$ cat src/rtl/cdc_pkg.sv
`default_nettype none
// ============================================================================
// Package     : cdc_pkg
// Description : Shared constants for fast-to-slow single-bit crossings:
//               pulse stretcher FSM state encoding and the default
//               stretch/gap widths also used by synchronizer instantiations.
// Revision    : 1.0 - initial release
// ============================================================================
package cdc_pkg;

    // Stretcher FSM state encoding
    localparam int         c_STATE_W = 2;
    localparam logic [1:0] ST_IDLE   = 2'd0;
    localparam logic [1:0] ST_HIGH   = 2'd1;
    localparam logic [1:0] ST_GAP    = 2'd2;

    // Default level widths in fast_clk cycles. Each must be at least
    // 2*(fast/slow frequency ratio)+1 for the slow 2-FF synchronizer to
    // capture both edges of every stretched pulse.
    localparam int c_DEFAULT_STRETCH_CYCLES = 6;
    localparam int c_DEFAULT_GAP_CYCLES     = 6;
    localparam int c_DEFAULT_PEND_W         = 2;

endpackage : cdc_pkg
`default_nettype wire

$ cat src/rtl/sat_updown_cnt.sv
`default_nettype none
// ============================================================================
// Module      : sat_updown_cnt
// Description : Saturating up/down counter. Counts up on inc, down on dec,
//               holds when both or neither are asserted. sat_hit flags an
//               increment that was lost because the counter is already full.
// Ports       : clk     - clock
//               rst     - synchronous active-high reset
//               inc     - increment request
//               dec     - decrement request
//               count   - current count (registered)
//               sat_hit - combinational: inc lost to saturation this cycle
// Revision    : 1.0 - initial release
// ============================================================================
module sat_updown_cnt #(
    parameter int W = 2
) (
    input  logic         clk,
    input  logic         rst,
    input  logic         inc,
    input  logic         dec,
    output logic [W-1:0] count,
    output logic         sat_hit
);

    localparam logic [W-1:0] c_MAX = {W{1'b1}};

    logic [W-1:0] r_count;
    logic         w_is_max;
    logic         w_is_zero;
    logic         w_up;
    logic         w_down;

    assign w_is_max  = (r_count == c_MAX);
    assign w_is_zero = (r_count == '0);
    assign w_up      = inc & ~dec;
    assign w_down    = dec & ~inc;

    always_ff @(posedge clk) begin
        if (rst) begin
            r_count <= '0;
        end else if (w_up && !w_is_max) begin
            r_count <= r_count + W'(1);
        end else if (w_down && !w_is_zero) begin
            r_count <= r_count - W'(1);
        end
    end

    assign count   = r_count;
    assign sat_hit = w_up & w_is_max;

endmodule : sat_updown_cnt
`default_nettype wire

$ cat src/rtl/pulse_stretch_fast.sv
`default_nettype none
// ============================================================================
// Module      : pulse_stretch_fast
// Description : Converts single-cycle event pulses into level pulses with a
//               guaranteed minimum high and low width, ahead of a fast-to-slow
//               2-FF synchronizer. Events arriving while a pulse is in flight
//               are queued in a saturating pending counter; a dropped event
//               sets a sticky overflow flag.
// Ports       : fast_clk     - fast domain clock
//               reset        - synchronous active-high reset
//               pulse_in     - event pulse, one event per high cycle
//               clr_overflow - clears sticky overflow (a same-cycle set wins)
//               stretch_out  - registered stretched level to the synchronizer
//               busy         - pulse in flight or events pending
//               pend_count   - queued events not yet emitted
//               overflow     - sticky: an event was dropped
// Revision    : 1.0 - initial release
// ============================================================================
module pulse_stretch_fast
    import cdc_pkg::*;
#(
    parameter int STRETCH_CYCLES = c_DEFAULT_STRETCH_CYCLES,
    parameter int GAP_CYCLES     = c_DEFAULT_GAP_CYCLES,
    parameter int PEND_W         = c_DEFAULT_PEND_W
) (
    input  logic              fast_clk,
    input  logic              reset,
    input  logic              pulse_in,
    input  logic              clr_overflow,
    output logic              stretch_out,
    output logic              busy,
    output logic [PEND_W-1:0] pend_count,
    output logic              overflow
);

    // ------------------------------------------------------------------
    // Parameter legality
    // ------------------------------------------------------------------
    if (STRETCH_CYCLES < 1) begin : g_bad_stretch
        $error("pulse_stretch_fast: STRETCH_CYCLES must be >= 1");
    end
    if (GAP_CYCLES < 1) begin : g_bad_gap
        $error("pulse_stretch_fast: GAP_CYCLES must be >= 1");
    end
    if (PEND_W < 1) begin : g_bad_pend_w
        $error("pulse_stretch_fast: PEND_W must be >= 1");
    end

    // Width counter holds (cycles - 1) and counts down to zero; it is
    // reloaded on every state entry so it never wraps.
    localparam int c_MAX_CYCLES = (STRETCH_CYCLES > GAP_CYCLES) ? STRETCH_CYCLES : GAP_CYCLES;
    localparam int c_CNT_W      = (c_MAX_CYCLES > 1) ? $clog2(c_MAX_CYCLES) : 1;

    localparam logic [c_CNT_W-1:0] c_HIGH_LOAD = c_CNT_W'(STRETCH_CYCLES - 1);
    localparam logic [c_CNT_W-1:0] c_GAP_LOAD  = c_CNT_W'(GAP_CYCLES - 1);

    logic [c_STATE_W-1:0] r_state;
    logic [c_STATE_W-1:0] w_state_next;
    logic [c_CNT_W-1:0]   r_width_cnt;
    logic [c_CNT_W-1:0]   w_width_next;
    logic                 r_stretch;
    logic                 r_overflow;
    logic                 w_start;
    logic                 w_consume;
    logic                 w_cnt_done;
    logic                 w_sat_hit;
    logic [PEND_W-1:0]    w_pend_count;

    // A pulse may start from a fresh event or from the pending queue.
    assign w_start    = pulse_in | (w_pend_count != '0);
    assign w_cnt_done = (r_width_cnt == '0);

    // ------------------------------------------------------------------
    // Next-state / width counter
    // ------------------------------------------------------------------
    always_comb begin
        w_state_next = r_state;
        w_width_next = r_width_cnt;
        w_consume    = 1'b0;
        case (r_state)
            ST_IDLE: begin
                if (w_start) begin
                    w_state_next = ST_HIGH;
                    w_width_next = c_HIGH_LOAD;
                    w_consume    = 1'b1;
                end
            end
            ST_HIGH: begin
                if (w_cnt_done) begin
                    w_state_next = ST_GAP;
                    w_width_next = c_GAP_LOAD;
                end else begin
                    w_width_next = r_width_cnt - c_CNT_W'(1);
                end
            end
            ST_GAP: begin
                if (w_cnt_done) begin
                    // Restart straight from the last gap cycle so back-to-back
                    // events run at a STRETCH+GAP period with no idle bubble.
                    if (w_start) begin
                        w_state_next = ST_HIGH;
                        w_width_next = c_HIGH_LOAD;
                        w_consume    = 1'b1;
                    end else begin
                        w_state_next = ST_IDLE;
                        w_width_next = '0;
                    end
                end else begin
                    w_width_next = r_width_cnt - c_CNT_W'(1);
                end
            end
            default: begin
                w_state_next = ST_IDLE;
                w_width_next = '0;
            end
        endcase
    end

    always_ff @(posedge fast_clk) begin
        if (reset) begin
            r_state     <= ST_IDLE;
            r_width_cnt <= '0;
            r_stretch   <= 1'b0;
            r_overflow  <= 1'b0;
        end else begin
            r_state     <= w_state_next;
            r_width_cnt <= w_width_next;
            // Output flop mirrors the HIGH state so the synchronizer sees a
            // glitch-free registered level.
            r_stretch   <= (w_state_next == ST_HIGH);
            if (w_sat_hit) begin
                r_overflow <= 1'b1;
            end else if (clr_overflow) begin
                r_overflow <= 1'b0;
            end
        end
    end

    // ------------------------------------------------------------------
    // Pending-event counter: arrivals up, consumptions down. An arrival
    // consumed in the same cycle nets to no change.
    // ------------------------------------------------------------------
    sat_updown_cnt #(
        .W (PEND_W)
    ) u_pend_cnt (
        .clk     (fast_clk),
        .rst     (reset),
        .inc     (pulse_in),
        .dec     (w_consume),
        .count   (w_pend_count),
        .sat_hit (w_sat_hit)
    );

    assign stretch_out = r_stretch;
    assign busy        = (r_state != ST_IDLE) | (w_pend_count != '0);
    assign pend_count  = w_pend_count;
    assign overflow    = r_overflow;

endmodule : pulse_stretch_fast
`default_nettype wire

$ cat config.mk
export PLATFORM = sky130hd
export DESIGN_NAME = pulse_stretch_fast
export DESIGN_NICKNAME = d
export VERILOG_FILES = /design/src/rtl/cdc_pkg.sv /design/src/rtl/sat_updown_cnt.sv /design/src/rtl/pulse_stretch_fast.sv
export SDC_FILE = /design/constraint.sdc
export NUM_CORES = 1
export LEC_CHECK = 0
export BUFFER_PORTS_ARGS = -buffer_cell sky130_fd_sc_hd__buf_2
export CAP_MARGIN = 10
export CORE_AREA = 8 8 45 47
export DETAILED_ROUTE_END_ITERATION = 8
export DIE_AREA = 0 0 53 55
export SETUP_SLACK_MARGIN = 0.3
export SLEW_MARGIN = 5
export SYNTH_ARGS = -nofsm -noshare
export SYNTH_HDL_FRONTEND = slang
export SYNTH_HIERARCHICAL = 1
export SYNTH_SLANG_ARGS = --single-unit
export TNS_END_PERCENT = 20
$ cat constraint.sdc
create_clock -name fast_clk -period 2.6 [get_ports fast_clk]
set_clock_uncertainty 0.1 [all_clocks]
set_input_delay 0.52 -clock fast_clk [delete_from_list [all_inputs] [get_ports fast_clk]]
set_output_delay 0.52 -clock fast_clk [all_outputs]
set_load 0.05 [all_outputs]
==> out/qor.csv <==
stage,metric,value,unit
grt,Total GRT Usage,7.72,%
critical_path,CP max-delay cell,or4_1,
floorplanning,Die X,53,µm
logic_synthesis,#FFs+latches synth,9,
logic_synthesis,Post-synth EDFFs,0,
finish,Area growth syn-to-layout,16.1,%
sta,final hold vios,0,
floorplanning,Core Box Area,1380,µm²
placed_design,Port-buffer cells,8,
floorplanning,number of top-level pins,9,
floorplanning,Site Rows,14,
sta,setup violators final,0,
logic_synthesis,mean post-synth cell area,8.92,µm²
logic_synthesis,Synthesis Warnings,6,
placed_design,HPWL after detailed placement,700,µm
critical_path,CP Max Fanout,11,
critical_path,"Req. time, crit path",1.98,ns
critical_path,FF-to-FF path depth,7,
critical_path,kind of critical path,reg -> out,
cts,CTS tree,done,
pwr,Static Leak,0.223,nW
hold_path,hold_sp,overflow,
floorplanning,Die Ht,55,µm
logic_synthesis,Mapped Nets,57,
critical_path,critical path's top delay family,simple AND/OR/NAND/NOR gates,
routing,Pre-antenna DRT Iters,4,
finish,Layout Cells excl Fill,79,
logic_synthesis,dominant synthesized flop cell,dfxtp_1,
sta,Slew @ Worst Pin,0.578,ns
cts,post-CTS sizing,0,
run,max cap viols,0,
floorplanning,die area,2920,µm²
grt,total global routing overflow,0,
critical_path,CP Capture Type,primary output,
critical_path,Crit path depth,2,
cts,CTS sink count,9,
critical_path,FF-to-FF End,overflow,
grt,first-pass GRT wire length,1620,µm
finish,post-route design area,549,µm²
placed_design,placer congestion estimate,0.676,
critical_path,Reg2Reg Setup Slack,0.56,ns
critical_path,Crit path largest cell delay,0.53,ns
logic_synthesis,Synth top area share,38.1,%
logic_synthesis,Post-Syn Area,473,µm²
logic_synthesis,Synth cell types,25,
sta,Final Hold Slack,0.376,ns
routing,WL/cell,12.7,µm
logic_synthesis,list of most frequent post-synthesis cells,"dfxtp_1 (9), a21oi_1 (6), nand2b_1 (4)",
cts,H-tree levels,1,
routing,M1 wire length,459,µm
pwr,Power per Cell Area,978,nW/µm²
critical_path,startpoint types,flip-flop,
finish,footprint of the multi-input gates,279,µm²
routing,Vias/cell,5.34,
critical_path,cells along the critical path,"or4_1, buf_2",
cts,Post-CTS Setup Repair Bufs,0,
logic_synthesis,"count leader, synth",dfxtp_1,
sta,worst rel slew slack,60.9,%
grt,largest net degree at the start of global routing,12,
sta,"Worst Setup Slack, final",0.537,ns
hold_path,hold depth,2,
cts,CTS Buf Count,3,
cts,cts hold-fix bufs,0,
sta,fmax,485,MHz
hold_path,worst hold path type,reg -> reg,
sta,"Min Clock Period, post-route",2.06,ns
placed_design,Place WS,0.546,ns
logic_synthesis,synthesized instance count,53,
routing,DR vias,422,
routing,DR top layer,met4,
logic_synthesis,ys async rst share,0,%
sta,Slew Limit Fails,0,
cts,CTS root buffer,clkbuf_4,
finish,layout cells sized above 1,28.6,%
finish,n_diodes,0,
routing,routed wire length,1010,µm
floorplanning,Initial Util,34.2,%
pwr,worst vdd ir,0.374,mV
sta,Sum Neg Setup Slack,0,ns
outcome,outcome,"finished, final reports clean",
routing,DR iter-0 viols,3,
logic_synthesis,"area leader, netlist",dfxtp_1,
sta,"Period Utilization, post-route",79.3,%
routing,DRC,0,
cts,Worst-path clk slew,0.06,ns
cts,Clock Latency Late Sink,0.26,ns
logic_synthesis,Synth area leaders,"dfxtp_1 (38%), a21oi_1 (6.3%), nand2b_1 (5.3%)",
routing,met3 wire len,56,µm
finish,filler cell count,151,
placed_design,Area after DPL,523,µm²
critical_path,Arrival @ worst endpoint,1.44,ns
critical_path,Buf/Inv on CP,1,
routing,Final ANT Viol Nets,0,
hold_path,hold path endpoint,overflow,
logic_synthesis,sequential-to-total area share from yosys stat,38.1,%
finish,Final nets,68,
cts,Max clock buf depth,2,
finish,sequential cell area,180,µm²
sta,RSZ-0062 raised after global routing,no,
grt,initial antenna violation count,0,
routing,wire length on met2,471,µm
critical_path,Reg2Reg Launch Point,r_width_cnt[0],
grt,number of global-route vias before repair,393,
placed_design,placed insts,75,
==> through the flow <==
| step | power [mW] | utilization, % |
|---|---|---|
| after floorplan | 0.390 | - |
| after global placement | 0.427 | 37.8 |
| after detailed placement | 0.431 | 37.8 |
| after CTS | 0.545 | 39.7 |
| after global routing | 0.575 | 39.7 |
| final | 0.537 | 39.7 |
==> state kept, by name, summed over array words and instances (netlist names) <==
name              cells
u_pend_cnt/count      2
r_state               2
stretch_out           1
r_width_cnt           3
overflow              1
==> worst reg2reg max path: cells and delay by family (launching register included) <==
family,cells,cell delay (ns)
simple gates,6,1.35
flops,1,0.37
compound gates,1,0.11
==> layer usage <==
| layer | vias to the layer above | GRT usage (%) |
|---|---|---|
| met2 | 9 | 12.7 |
| met1 | 195 | 7.34 |
| met4 | 0 | 6.47 |
| met3 | 2 | 3.48 |
| li1 | 216 | - |
| met5 | - | 0 |
==> power breakdown <==
group	internal, mW	total (mW)	switching [mW]	leakage, nW
logic	0.0901	0.210	0.120	0.134
registers	0.167	0.217	0.0503	0.0742
clock network	0.0593	0.110	0.0508	0.0150
==> cell families (layout without fill, tap and decap cells) <==
family / after synthesis / in the layout / synth area share, %
AO/OA/AOI/OAI: 14 / 14 / 20.1
XOR/XNOR: 2 / 2 / 3.70
AND/OR/NAND/NOR: 25 / 25 / 35.2
flip-flops: 9 / 9 / 38.1
buffers and inverters: 3 / 13 / 2.91
==> cells in the final DEF (no fill, tap or decap), drive strengths merged <==
cell | netlist | routed
or3 | 1 | 1
or2b | 1 | 1
nor4 | 3 | 3
nor3 | 3 | 3
nor2 | 2 | 2
dfxtp | 9 | 9
a21oi | 6 | 6
o211ai | 1 | 1
a211o | 1 | 1
nand3b | 2 | 2
nor4b | 1 | 1
and3 | 2 | 2
and2 | 1 | 1
and2b | 1 | 1
nand2 | 1 | 1
inv | 1 | 1
xor2 | 2 | 2
nand2b | 4 | 4
clkbuf | 0 | 4
nor3b | 2 | 2
or4 | 1 | 1
a221oi | 2 | 2
buf | 2 | 8
o21ai | 4 | 4
==> layout make-up <==
cell class	instances	area share [%]
Clock buffer	4	4.78
Inverter	1	0.683
Sequential cell	9	32.8
Multi-Input combinational cell	41	50.8
Timing Repair Buffer	8	7.29
Tap cell	16	3.64
==> worst max path at each step <==
stage / start / to / slack [ns]
floorplan: u_pend_cnt/count[1] / overflow / 0.66
global placement: r_width_cnt[0] / overflow / 0.58
detailed placement: r_width_cnt[0] / overflow / 0.55
CTS: r_state[0] / busy / 0.53
global route: r_width_cnt[0] / overflow / 0.39
finish: r_state[0] / busy / 0.54
Note: power is estimated with default switching activity, not from simulation.
